===== config.mk =====
export PLATFORM = sky130hd
export DESIGN_NAME = hazard_ctrl
export DESIGN_NICKNAME = d
export VERILOG_FILES = /design/src/rtl/hazard_ctrl.sv
export SDC_FILE = /design/constraint.sdc
export NUM_CORES = 1
export LEC_CHECK = 0
export CAP_MARGIN = 20
export CORE_ASPECT_RATIO = 0.75
export CORE_UTILIZATION = 54
export CTS_CLUSTER_DIAMETER = 120
export CTS_CLUSTER_SIZE = 20
export DETAILED_ROUTE_END_ITERATION = 16
export HOLD_SLACK_MARGIN = 0.06
export PLACE_DENSITY = 0.84
export REMOVE_ABC_BUFFERS = 1
export SLEW_MARGIN = 0
export SYNTH_ARGS = -nofsm -noshare
export SYNTH_HDL_FRONTEND = slang
export SYNTH_SLANG_ARGS = --single-unit

===== constraint.sdc =====
create_clock -name clk -period 3.6 [get_ports clk]
set_input_delay 0.72 -clock clk [delete_from_list [all_inputs] [get_ports clk]]
set_output_delay 0.72 -clock clk [all_outputs]
set_load 0.01 [all_outputs]

===== src/rtl/hazard_ctrl.sv =====
// hazard_ctrl: pipeline hazard and stall sequencer for the 5-stage core.
// Drives PC / IF-ID / ID-EX / EX-MEM enables, flushes and holds from a
// registered state plus a 16-bit cycle counter. Outputs are a combinational
// decode of state and current inputs, so stalls take effect in the same cycle.
// Priority in any cycle: memory wait > branch flush > load-use.
// Optional: define HAZ_PERF_CNT_EN to add saturating 32-bit event counters
// (lu_stall_count, flush_count, mem_wait_count).
module hazard_ctrl #(
  parameter int unsigned LU_STALL_CYCLES = 1,
  parameter int unsigned FLUSH_CYCLES    = 1,
  parameter int unsigned MEM_TIMEOUT     = 255
) (
  input  logic       clk,
  input  logic       rst_n,
  input  logic [4:0] rs1_IF_ID,
  input  logic [4:0] rs2_IF_ID,
  input  logic [4:0] rd_ID_EX,
  input  logic       Mem_Read_ID_EX,
  input  logic       branch_taken_EX,
  input  logic       mem_req,
  input  logic       mem_ready,
  output logic       pc_write,
  output logic       if_id_write,
  output logic       if_id_flush,
  output logic       id_ex_flush,
  output logic       id_ex_hold,
  output logic       ex_mem_hold,
  output logic       mem_err,
  output logic [1:0] hz_state
`ifdef HAZ_PERF_CNT_EN
  ,
  output logic [31:0] lu_stall_count,
  output logic [31:0] flush_count,
  output logic [31:0] mem_wait_count
`endif
);

  typedef enum logic [1:0] {
    ST_RUN      = 2'd0,
    ST_LU_STALL = 2'd1,
    ST_MEM_WAIT = 2'd2,
    ST_FLUSH    = 2'd3
  } state_e;

  localparam logic [15:0] LU_LAST    = 16'(LU_STALL_CYCLES - 1);
  localparam logic [15:0] FLUSH_LAST = 16'(FLUSH_CYCLES - 1);
  localparam logic [15:0] TO_LAST    = 16'(MEM_TIMEOUT);
  localparam bit          LU_MULTI   = (LU_STALL_CYCLES > 1);
  localparam bit          FLUSH_MULTI = (FLUSH_CYCLES > 1);

  state_e      state_q, state_d;
  logic [15:0] cnt_q, cnt_d;

  logic mem_stall;
  logic lu_hit;
  logic do_hold;
  logic do_flush;
  logic do_lu;
  logic do_err;

  assign mem_stall = mem_req & ~mem_ready;
  assign lu_hit    = Mem_Read_ID_EX & (rd_ID_EX != '0) &
                     ((rd_ID_EX == rs1_IF_ID) | (rd_ID_EX == rs2_IF_ID));

  // State and cycle counter register
  always_ff @(posedge clk or negedge rst_n) begin
    if (!rst_n) begin
      state_q <= ST_RUN;
      cnt_q   <= '0;
    end else begin
      state_q <= state_d;
      cnt_q   <= cnt_d;
    end
  end

  // Next-state, counter and control-pattern decode
  always_comb begin
    state_d  = state_q;
    cnt_d    = cnt_q;
    do_hold  = 1'b0;
    do_flush = 1'b0;
    do_lu    = 1'b0;
    do_err   = 1'b0;
    // While reset is held all controls stay at their RUN values regardless of inputs.
    if (rst_n) begin
      unique case (state_q)
        ST_RUN: begin
          if (mem_stall) begin
            do_hold = 1'b1;
            state_d = ST_MEM_WAIT;
            cnt_d   = 16'd1;
          end else if (branch_taken_EX) begin
            do_flush = 1'b1;
            if (FLUSH_MULTI) begin
              state_d = ST_FLUSH;
              cnt_d   = 16'd1;
            end
          end else if (lu_hit) begin
            do_lu = 1'b1;
            if (LU_MULTI) begin
              state_d = ST_LU_STALL;
              cnt_d   = 16'd1;
            end
          end
        end
        ST_LU_STALL: begin
          if (mem_stall) begin
            do_hold = 1'b1;
            state_d = ST_MEM_WAIT;
            cnt_d   = 16'd1;
          end else if (branch_taken_EX) begin
            do_flush = 1'b1;
            if (FLUSH_MULTI) begin
              state_d = ST_FLUSH;
              cnt_d   = 16'd1;
            end else begin
              state_d = ST_RUN;
              cnt_d   = '0;
            end
          end else begin
            // The bubble has already advanced, so the hazard is not re-detected here.
            do_lu = 1'b1;
            if (cnt_q == LU_LAST) begin
              state_d = ST_RUN;
              cnt_d   = '0;
            end else begin
              cnt_d = cnt_q + 16'd1;
            end
          end
        end
        ST_MEM_WAIT: begin
          if (!mem_stall) begin
            // Ready cycle shows plain RUN controls; a held branch is seen next cycle.
            state_d = ST_RUN;
            cnt_d   = '0;
          end else begin
            do_hold = 1'b1;
            if (cnt_q == TO_LAST) begin
              do_err  = 1'b1;
              state_d = ST_RUN;
              cnt_d   = '0;
            end else begin
              cnt_d = cnt_q + 16'd1;
            end
          end
        end
        ST_FLUSH: begin
          if (mem_stall) begin
            do_hold = 1'b1;
            state_d = ST_MEM_WAIT;
            cnt_d   = 16'd1;
          end else begin
            do_flush = 1'b1;
            if (cnt_q == FLUSH_LAST) begin
              state_d = ST_RUN;
              cnt_d   = '0;
            end else begin
              cnt_d = cnt_q + 16'd1;
            end
          end
        end
        default: begin
          state_d = ST_RUN;
          cnt_d   = '0;
        end
      endcase
    end
  end

  // Map control patterns onto the pipeline register controls
  always_comb begin
    pc_write    = ~(do_hold | do_lu);
    if_id_write = ~(do_hold | do_lu);
    if_id_flush = do_flush;
    id_ex_flush = do_flush | do_lu;
    id_ex_hold  = do_hold;
    ex_mem_hold = do_hold;
    mem_err     = do_err;
    hz_state    = state_q;
  end

`ifdef HAZ_PERF_CNT_EN
  logic [31:0] lu_cnt_q, flush_cnt_q, mw_cnt_q;

  // Saturating per-pattern event counters
  always_ff @(posedge clk or negedge rst_n) begin
    if (!rst_n) begin
      lu_cnt_q    <= '0;
      flush_cnt_q <= '0;
      mw_cnt_q    <= '0;
    end else begin
      if (do_lu && (lu_cnt_q != '1))       lu_cnt_q    <= lu_cnt_q + 32'd1;
      if (do_flush && (flush_cnt_q != '1)) flush_cnt_q <= flush_cnt_q + 32'd1;
      if (do_hold && (mw_cnt_q != '1))     mw_cnt_q    <= mw_cnt_q + 32'd1;
    end
  end

  assign lu_stall_count = lu_cnt_q;
  assign flush_count    = flush_cnt_q;
  assign mem_wait_count = mw_cnt_q;
`endif

endmodule


==> out/metrics.yaml, run 1 <==
outcome: "complete, no violations"
cts_hold_buf: 0
routed_wl_um: 3642
synth.area.top_cells: "dfrtp_1 33%, a21oi_1 5.9%, nand2_1 5.5%, a31oi_1 5.0%, nand3_1 4.4%"
synthCells: 170
p_leak_nw: 0.6603
core_area_um2: 2346
slew_violations: 0
synth-async-reset-ratio_pct: 100.0
crit_buf_inv: 2
internal_power_mw: 0.3279
reg2reg_from: "cnt_q[12]"
critPathArrivalTime_ns: 2.75
final_cell_area_um2: 1724
clock.fmax_ghz: 0.2881
skew_ns: 0.004465
ys_warn_count: 0
die_h_um: 45.60
combPwrFrac_pct: 25.5
p_seq_share_pct: 47.1
netlist_area_um2: 1369
h-tree-depth: 1
cp_max_fo: 3
p_switching_mw: 0.1354
cp_top_family: "buffers and inverters"
path_clk_slew_ns: 0.11
grt_pass1_wl_um: 5775
slowest_delay_ns: 0.54
antenna_found_initial: 0
place_hpwl_um: 2724
synth_common_cells: "20 x nand2_1, 18 x dfrtp_1, 16 x a21oi_1"
dieArea_um2: 2742
hold_path_class: "flip-flop to flip-flop"
tns_ns: 0
num_vias: 1429
swShare_pct: 29.22
cts_buffers: 3
path_class: "primary input to output pin"
max-slew-margin-rel_pct: 48.67
setup.worst_path.start_class: "primary input"
clk_path_buf_depth: 2
drive_gt1_share_pct: 8.081
dr.first_iter.drc_count: 129
grt_max_degree: 16
r2r_slack_ns: 1.24
rsz0062_at_grt: "false"
yosysMostFrequentCell: "nand2_1"
routed_via_density: 6.159
synth_top_area_share_pct: 32.91
crit_slowest_cell: "clkdlybuf4s50_1"
nets: 222
pwr-share-clk_pct: 27.4
hold_path_end: "cnt_q[15]"
postCtsSetupRepairBufs: 0
min_from: "cnt_q[15]"
syn_avg_cell_area_um2: 8.052
yosysUniqueCellTypes: 38
finalSetupViolations: 0
dieWidth_um: 60.14
clk_latency_ns: 0.29
cp_common_cell: "clkdlybuf4s50_1"
place_congestion: 0.8355
initial_utilization_pct: 58.35
ant_nets: 0
place_area_um2: 1688
period_share_pct: 96.42
track_usage_pct: 28.71
drc_errors: 0
rr_worst_depth: 6
avgRoutedWirePerCell_um: 15.70
antennaDiodeCount: 0
root_buffer: "clkbuf_4"
p_per_area_nw_per_um2: 268.7
synthFlopType: "dfrtp_1"
drt-pass1-iter-count: 4
crit_path_end_kind: "output pin"
drv_cap: 0
cts-resized-gates: 0
io_buffers: 29
io_pins: 30
area_growth_pct: 25.96
row_count: 15
hold_depth: 1
period_needed_ns: 3.471
crit_chain: "clkdlybuf4s50_1, or4_1, nor2_1, nor3_1, o21ai_0, o21a_1, clkdlybuf4s50_1"
grt_overflow_total: 0
ir_drop_uv: 236.3
ys_seq_elements: 18
finalHoldViolations: 0
total_power_mw: 0.4633
clock-sinks: 18
post-synth-top-area-cell: "dfrtp_1"
cts_tree: "built"
cp.required_ns: 2.88
r2r_end: "cnt_q[14]"
synth_edf_count: 0
worstMarginPinSlew_ns: 0.7628
ys_seq_area_share_pct: 32.91
grt_pass1_vias: 1195
-- kinds of logic (layout without fill, tap and decap cells) --
family                   count (synthesis)  count (layout)  synth area share [%]
AND/OR/NAND/NOR                         72              72                 28.98
flip-flops                              18              18                 32.91
XOR/XNOR                                10              10                 6.398
multiplexers                             2               2                 1.463
buffers and inverters                   17              45                 5.667
adder cells (fa/ha/maj)                  2               2                 1.828
AO/OA/AOI/OAI                           49              49                 22.76
-- registers in the layout, summed over array words and instances (netlist names) --
signal,count
hz_state,2
cnt_q,16
-- through the flow --
| stage | hold WS, ns | setup WS [ns] | utilization, % | cells |
|---|---|---|---|---|
| 6_report | 0.5020 | 0.1288 | 73.49 | 232 |
| 5_1_grt | 0.5287 | 0.04157 | 73.49 | 232 |
| 4_1_cts | 0.5064 | 0.1349 | 73.49 | 232 |
| 3_5_place_dp | 0.4925 | 0.1359 | 71.95 | 228 |
| 3_3_place_gp | 0.4780 | 0.2231 | 71.95 | 228 |
| 2_1_floorplan | 0.4244 | 1.168 | - | 160 |
-- routing by layer --
layer / vias to the layer above / GRT usage (%) / wire length (µm)
li1: 677 / - / -
met1: 677 / 42.76 / 1659
met2: 67 / 42.64 / 1656
met3: 8 / 4.830 / 261
met4: 0 / 7.907 / 64
met5: - / 0 / 0
-- worst max-delay path by stage --
stage	endpoint	slack, ns	depth (start not counted)	from
after floorplan	cnt_q[12]	1.17	5	mem_ready
after global placement	pc_write	0.22	7	rd_ID_EX[1]
after detailed placement	if_id_write	0.14	7	rd_ID_EX[2]
after CTS	if_id_write	0.13	7	rd_ID_EX[2]
after global routing	if_id_write	0.04	7	rd_ID_EX[2]
final	if_id_write	0.13	7	rd_ID_EX[2]
-- power groups by stage --
stage / Sequential, mW / Clock [mW] / Combinational, mW
after floorplan: 0.220 / 0 / 0.0593
after global placement: 0.221 / 0 / 0.112
after detailed placement: 0.222 / 0 / 0.116
after CTS: 0.218 / 0.127 / 0.117
after global routing: 0.220 / 0.140 / 0.130
final: 0.218 / 0.127 / 0.118
-- placed cells by master, fill, tap and decap left out --
cell type and instances:
and3_1 3, nor4_2 1, a21o_1 1, a211o_1 1, nand4_1 3, o41ai_4 1
nand3_1 12, a21oi_1 16, a41oi_1 2, and3b_1 1, nor4_4 1, ha_1 2
mux2i_1 2, dfrtp_1 18, a31oi_1 11, or4_1 1, nand2b_1 3, clkbuf_8 1
nor2b_1 3, o32ai_1 2, clkbuf_4 3, nor2_1 10, o21ai_1 5, nor4_1 1
nor3b_1 1, buf_4 5, nand2_1 20, or4_4 3, nor3_1 6, inv_1 7
xnor2_1 6, o21ai_0 6, o22ai_1 1, xor2_1 4, o21a_1 1, clkdlybuf4s50_1 29
or3b_2 1, and2_1 2, o31ai_1 2
-- area by class of cell --
type,count,area [µm²]
sequential,18,450.4
fill,178,621.8
timing repair buffer,34,327.8
inverter,7,26.28
tap,34,42.54
clock buffer,4,36.28
multi-input combinational,135,840.8
No activity file was read; power rests on OpenSTA's default activity.
==> run 2, diff against run 1 <==
CTS_CLUSTER_SIZE = 40   (was 20)
==> results of run 2 <==
The final DEF is identical to that of run 1; final timing and power are the same.
==> run 3, diff against run 2 <==
clock period = 4.2 ns   (was 3.6 ns; I/O delays follow)
==> out/metrics.yaml, run 3 (synthesized netlist as in run 1, its figures left out) <==
outcome: "complete, no violations"
clock.fmax_ghz: 0.2726
antenna_found_initial: 0
layout_common_cells: "29 x clkdlybuf4s50_1, 20 x nand2_1, 18 x dfrtp_1"
path_clk_slew_ns: 0.10
crit_slowest_cell: "or4_1"
area_growth_pct: 24.86
h-tree-depth: 1
place_congestion: 0.8467
routed_via_density: 6.157
largest-register: "cnt_q"
track_usage_pct: 28.02
regArea_um2: 450.4
total_power_mw: 0.3944
largest_register_ffs: 16
p_switching_mw: 0.1152
p_seq_share_pct: 47.4
cts-resized-gates: 0
period_share_pct: 87.34
swShare_pct: 29.21
postCtsSetupRepairBufs: 0
grt_overflow_total: 0
drive_gt1_share_pct: 7.143
instances_no_fill: 230
initial_utilization_pct: 58.35
finalSetupViolations: 0
antennaDiodeCount: 0
dr.first_iter.drc_count: 104
p_leak_nw: 0.6503
io_buffers: 29
grt_pass1_vias: 1209
crit_path_end_kind: "output pin"
io_pins: 30
slowest_delay_ns: 0.55
ir_drop_uv: 170.0
num_vias: 1416
max-slew-margin-rel_pct: 41.83
avgRoutedWirePerCell_um: 15.69
rsz0062_at_grt: "false"
dp.cells: 226
die_h_um: 45.60
slew_violations: 0
clock-sinks: 18
grt_pass1_wl_um: 5637
crit_chain: "clkdlybuf4s50_1, or4_1, nor2_1, nor3_1, o21ai_0, o21a_1, clkdlybuf4s50_1"
path_class: "primary input to output pin"
hold-worst-slack_ns: 0.5139
skew_ns: 0.002173
cts_buffers: 3
multiInputGateArea_um2: 840.8
combPwrFrac_pct: 24.8
drv_cap: 0
clk_path_buf_depth: 2
hold_path_class: "flip-flop to flip-flop"
dieArea_um2: 2742
cp_max_fo: 3
dieWidth_um: 60.14
drc_errors: 0
nets: 220
cts_hold_buf: 0
place_hpwl_um: 2759
finalHoldViolations: 0
period_needed_ns: 3.668
final_common_cell: "clkdlybuf4s50_1"
pwr-share-clk_pct: 27.8
cp_common_cell: "clkdlybuf4s50_1"
cts_tree: "built"
internal_power_mw: 0.2792
crit_buf_inv: 2
row_count: 15
tns_ns: 0
fillers: 192
routed_wl_um: 3608
clk_latency_ns: 0.30
root_buffer: "clkbuf_4"
drt-pass1-iter-count: 4
ant_nets: 0
grt_max_degree: 16
setup.worst_path.start_class: "primary input"
core_area_um2: 2346
fin_util_pct: 72.85
critPathArrivalTime_ns: 2.83
worstMarginPinSlew_ns: 0.8725
cp_top_family: "buffers and inverters"
cp.required_ns: 3.36
p_per_area_nw_per_um2: 230.8
[run 3: final cells by class]
type,instances,area share [%]
multi-input combinational,135,49.19
sequential,18,26.35
timing repair buffer,32,18.30
tap,34,2.489
clock buffer,4,2.123
inverter,7,1.537
[run 3: per-layer routing]
layer,global-route usage (%),vias up,share of wire (%)
met3,7.102,9,4.7
met1,39.51,688,47
met2,43.96,46,47
li1,-,673,-
met4,4.651,0,1.0
met5,0,-,0
[run 3: power groups by stage]
stage                     registers, mW  logic [mW]  clock network (mW)
final                             0.187      0.0977               0.110
after global placement            0.189      0.0941                   0
after global routing              0.188       0.107               0.118
after detailed placement          0.190      0.0966                   0
after CTS                         0.187      0.0973               0.108
after floorplan                   0.188      0.0508                   0
[run 3: stage by stage]
step	instance area, µm²	worst slack [ns]
after floorplan	1318	1.546
after global placement	1673	0.5796
after detailed placement	1673	0.5404
after CTS	1709	0.5325
after global routing	1709	0.4258
final	1709	0.5318
[run 3: final timing paths]
path / start / to / slack [ns] / depth (start not counted)
max in group asynchronous: rst_n / cnt_q[8] / 2.83 / 2
setup reg to reg: cnt_q[12] / cnt_q[14] / 1.83 / 6
hold reg to reg: cnt_q[15] / cnt_q[15] / 0.51 / 1
setup / recovery: rd_ID_EX[1] / if_id_write / 0.53 / 7
min in group asynchronous: rst_n / cnt_q[5] / 0.84 / 1
hold / removal: cnt_q[15] / cnt_q[15] / 0.51 / 1
==> edit 1 (flow settings as in run 2) <==
Build with the macro `HAZ_PERF_CNT_EN` defined.
--- a/src/rtl/hazard_ctrl.sv
+++ b/src/rtl/hazard_ctrl.sv
@@ -7,2 +7,4 @@
 // (lu_stall_count, flush_count, mem_wait_count).
+`define HAZ_PERF_CNT_EN
+
 module hazard_ctrl #(
Function (old outputs only; new: flush_count, lu_stall_count and mem_wait_count): kept (equiv_simple and equiv_induct, registers matched by name and starting in step).
==> edit 1 against run 2 <==
- worst setup slack worse by 14 ps
- global-route usage down 2.4 points
- synthesized area rose to 4.1 times the old value
- non-clock buffer count up 98
- first-iteration DRC count rose to 2.9 times the old value
- cell area rose to 4.4 times the old value
- total power rose to 7.2 times the old value
- sequential cell count up 96
- wire length rose to 3.7 times the old value
==> edit 1: results <==
set metrics [dict create \
    drt_iter0_markers 368 \
    clkTransAtPathRegs_ps 50 \
    regArea_mm2 0.002853 \
    grt_max_degree 65 \
    arrival_ps 2770 \
    bufAreaShareNonClock 0.1706 \
    place_area_mm2 0.007074 \
    syn_inst 531 \
    cts_buffers 17 \
    leakage_uw 0.003373 \
    routed_wl_um 13430 \
    multi_input_area_mm2 0.002729 \
    synth_top_area_frac 0.5046 \
    grt_pass1_wl_um 22520 \
    synthTopCellsByArea "dfrtp_1, xnor2_1, xor2_1" \
    worst_pin_slew_ps 796.4 \
    grt_pass1_vias 4620 \
    synth_common_cells "dfrtp_1, xnor2_1, nand2_1" \
    hpwl_um 9344 \
    ir_drop_uv 369.1 \
    final.setup_skew_ps 10.13 \
    seq_cells 114 \
    hold_path.class "in -> async" \
    nClkBuffers 24 \
    pre_cts_slack_ps 18.24 \
    n_all_inverters 9 \
    dp.cells 788 \
    fillCellCount 653 \
    run_status "finished, final reports clean" \
    vias 4565 \
    comb.multi_input.count 401 \
    insertion_delay_ps 410 \
    n_all_buffers 132 \
    viasPerCell 5.581 \
    io_buffers 125 \
    cpPeakStageDelay_ps 550 \
    clkCellAreaFrac 0.07167 \
    layout-drive-gt1-share 0.08601 \
    cts_root_buf "clkbuf_16" \
    stdcell_area_mm2 0.007629 \
    htreeDepth 4 \
    top_layer "met4" \
    route.met3.wl_um 865 \
    groute.usage.overall 0.2629 \
    synth.yosys.seq_area_share 0.5046 \
    syn_area_mm2 0.005653 \
    dr_wl_met2_um 6284 \
    fin_nets 701 \
    wl_met1_um 6041 \
    gp_congestion 0.8349 \
]
## edit 1: cell types whose count changed in the layout (fill, tap and decap cells not counted), moves of 31 or more
cell,run 2,this run
xnor2_1,6,65
clkdlybuf4s50_1,29,124
nand3_1,12,49
nand2_1,20,51
dfrtp_1,18,114
xor2_1,4,47
## edit 1: metal layers
layer | track usage | vias to the layer above
met1 | 0.3413 | 2235
met3 | 0.07576 | 20
met2 | 0.4143 | 147
met5 | 0 | -
li1 | - | 2163
met4 | 0.1042 | 0
## edit 1: path summary, 6_finish.rpt
check,from,to,slack [ps],depth (start not counted)
min,rst_n,hz_state[0],170,1
max reg2reg,lu_stall_count[0],lu_stall_count[3],1240,8
min in group clk,flush_count[11],flush_count[11],490,1
min reg2reg,flush_count[11],flush_count[11],490,1
max in group asynchronous,rst_n,cnt_q[2],1800,3
max,rd_ID_EX[2],pc_write,110,6
## edit 1: power breakdown
group	total [uW]	switching, uW	internal, uW
logic	365	165	200
registers	1440	92.5	1350
clock network	1550	539	1010
total	3350	797	2550
## edit 1: kinds of logic (layout without fill, tap and decap cells)
| kind of cell | after synthesis | after routing | synth area share |
|---|---|---|---|
| AO/OA/AOI/OAI | 32 | 32 | 0.04139 |
| XOR/XNOR | 112 | 112 | 0.1735 |
| adder cells (fa/ha/maj) | 5 | 5 | 0.01107 |
| buffers and inverters | 16 | 171 | 0.01394 |
| flip-flops | 114 | 114 | 0.5046 |
| multiplexers | 4 | 4 | 0.007746 |
| AND/OR/NAND/NOR | 248 | 248 | 0.2477 |
## edit 1: worst reg2reg max path: cells and delay by family (launching register included)
kind	cells	cell delay [ps]
flops	1	420
simple gates	5	1250
fa+ha+maj	1	200
compound gates	1	240
xor+xnor	1	140
==> edit 2 (config.mk and constraints of run 2) <==
Without the edit above. Put a register stage on the output `mem_err`, without a reset. The value now appears one clock later. The other outputs are not delayed to match.
--- a/src/rtl/hazard_ctrl.sv
+++ b/src/rtl/hazard_ctrl.sv
@@ -50,2 +50,4 @@
 
+  logic mem_err_d;
+
   state_e      state_q, state_d;
@@ -177,3 +179,3 @@
     ex_mem_hold = do_hold;
-    mem_err     = do_err;
+    mem_err_d   = do_err;
     hz_state    = state_q;
@@ -202,2 +204,6 @@
 
+  always_ff @(posedge clk) begin
+    mem_err <= mem_err_d;
+  end
+
 endmodule
Formal check against the unedited RTL: no difference found for any inputs over 10 cycles, from zero or initial values and one cycle with rst_n low; that may be too few to reach the edited logic, so the function may still have changed.
==> edit 2 against run 2 <==
- cell area shrank 0.43%
- register-to-register slack lost 60 ps
- worst setup slack gained 49 ps
- synthesized area shrank 1.7%
- critical path depth grew 1
- fmax grew 1.4%
- wire length shrank 14%
- total power grew 21%
- sequential cell count grew 1
- critical path type unchanged
- largest cell class unchanged
==> edit 2: results <==
set metrics [dict create \
    run_status "finished, final reports clean" \
    grt_pass1_wl_um 5202 \
    synth_mux_area_frac 0.007442 \
    ys_types 45 \
    synth_adder_area_share 0.01860 \
    worst_pin_slew_ps 735.0 \
    routed_wl_um 3131 \
    detail_route.wl_per_cell_um 14.23 \
    final.setup_skew_ps 2.403 \
    ir_drop_uv 221.6 \
    synthArstFlopShare 0.9474 \
    cp_max_fo 2 \
    synth_common_cells "dfrtp_1, o21ai_0, a22o_1, nand2_1, nand3_1" \
    viasPerCell 5.841 \
    synth.yosys.seq_area_share 0.3498 \
    synth_compound_area_frac 0.2409 \
    fillCellCount 195 \
    hpwl_um 2481 \
    groute.usage.overall 0.2625 \
    leakage_uw 0.0006872 \
    drt_iter0_markers 61 \
    dp.cells 216 \
    cts_resized 2 \
    gp_congestion 0.8062 \
    fin_nets 210 \
    syn_area_per_cell_um2 8.849 \
    layout-drive-gt1-share 0.1022 \
    arrival_ps 2700 \
    grt_pass1_vias 1185 \
    synth-xor-area-share 0.07163 \
]
-- edit 2: cell type report --
| cell class | instances | area share |
|---|---|---|
| tap | 34 | 0.02478 |
| inverter | 3 | 0.006560 |
| timing repair buffer | 37 | 0.2048 |
| sequential | 19 | 0.2741 |
| multi-input combinational | 123 | 0.4738 |
| clock buffer | 3 | 0.01312 |
| clock inverter | 1 | 0.002915 |
-- edit 2: cells by family after synthesis --
family | count (synthesis)
DFF | 19
xor gates and xnor gates | 11
and+or+nand+nor | 62
AOI/OAI and AO/OA | 47
muxes | 1
buffers and inverters | 10
adders and majority gates | 2
-- edit 2: worst paths after layout --
kind                                   from           to  slack [ps]  cells after the start
worst min-delay path              cnt_q[11]    cnt_q[11]         590                      2
min in group asynchronous             rst_n  hz_state[1]         800                      2
worst max-delay path            rd_ID_EX[1]  id_ex_flush         180                      8
max in group asynchronous             rst_n    cnt_q[15]        2620                      2
worst min register to register    cnt_q[11]    cnt_q[11]         590                      2
worst max register to register    cnt_q[12]     cnt_q[9]        1180                      5
-- edit 2: power by group --
part / internal [uW] / switching (uW)
registers: 226 / 22.8
logic: 98.7 / 102
clock network: 41.5 / 67.3
total: 366 / 192
-- edit 2: through the flow --
stage          cell area [um2]  setup slack [ps]
2_1_floorplan             1287             622.2
3_3_place_gp              1680             50.73
3_5_place_dp              1680            -111.4
4_1_cts                   1707             21.14
5_1_grt                   1717             64.84
6_report                  1717             177.8
-- edit 2: metal layers --
layer,global-route usage,vias to the layer above,part of all wire
li1,-,635,-
met1,0.3487,593,0.46
met2,0.4202,51,0.48
met3,0.06304,6,0.050
met4,0.09302,0,0.014
met5,0,-,0
-- edit 2: critical path: cells and delay by family --
kind	cells	cell delay, ps
buffers and inverters	3	1130
AOI/OAI and AO/OA	2	400
and+or+nand+nor	2	290
xor gates and xnor gates	1	160
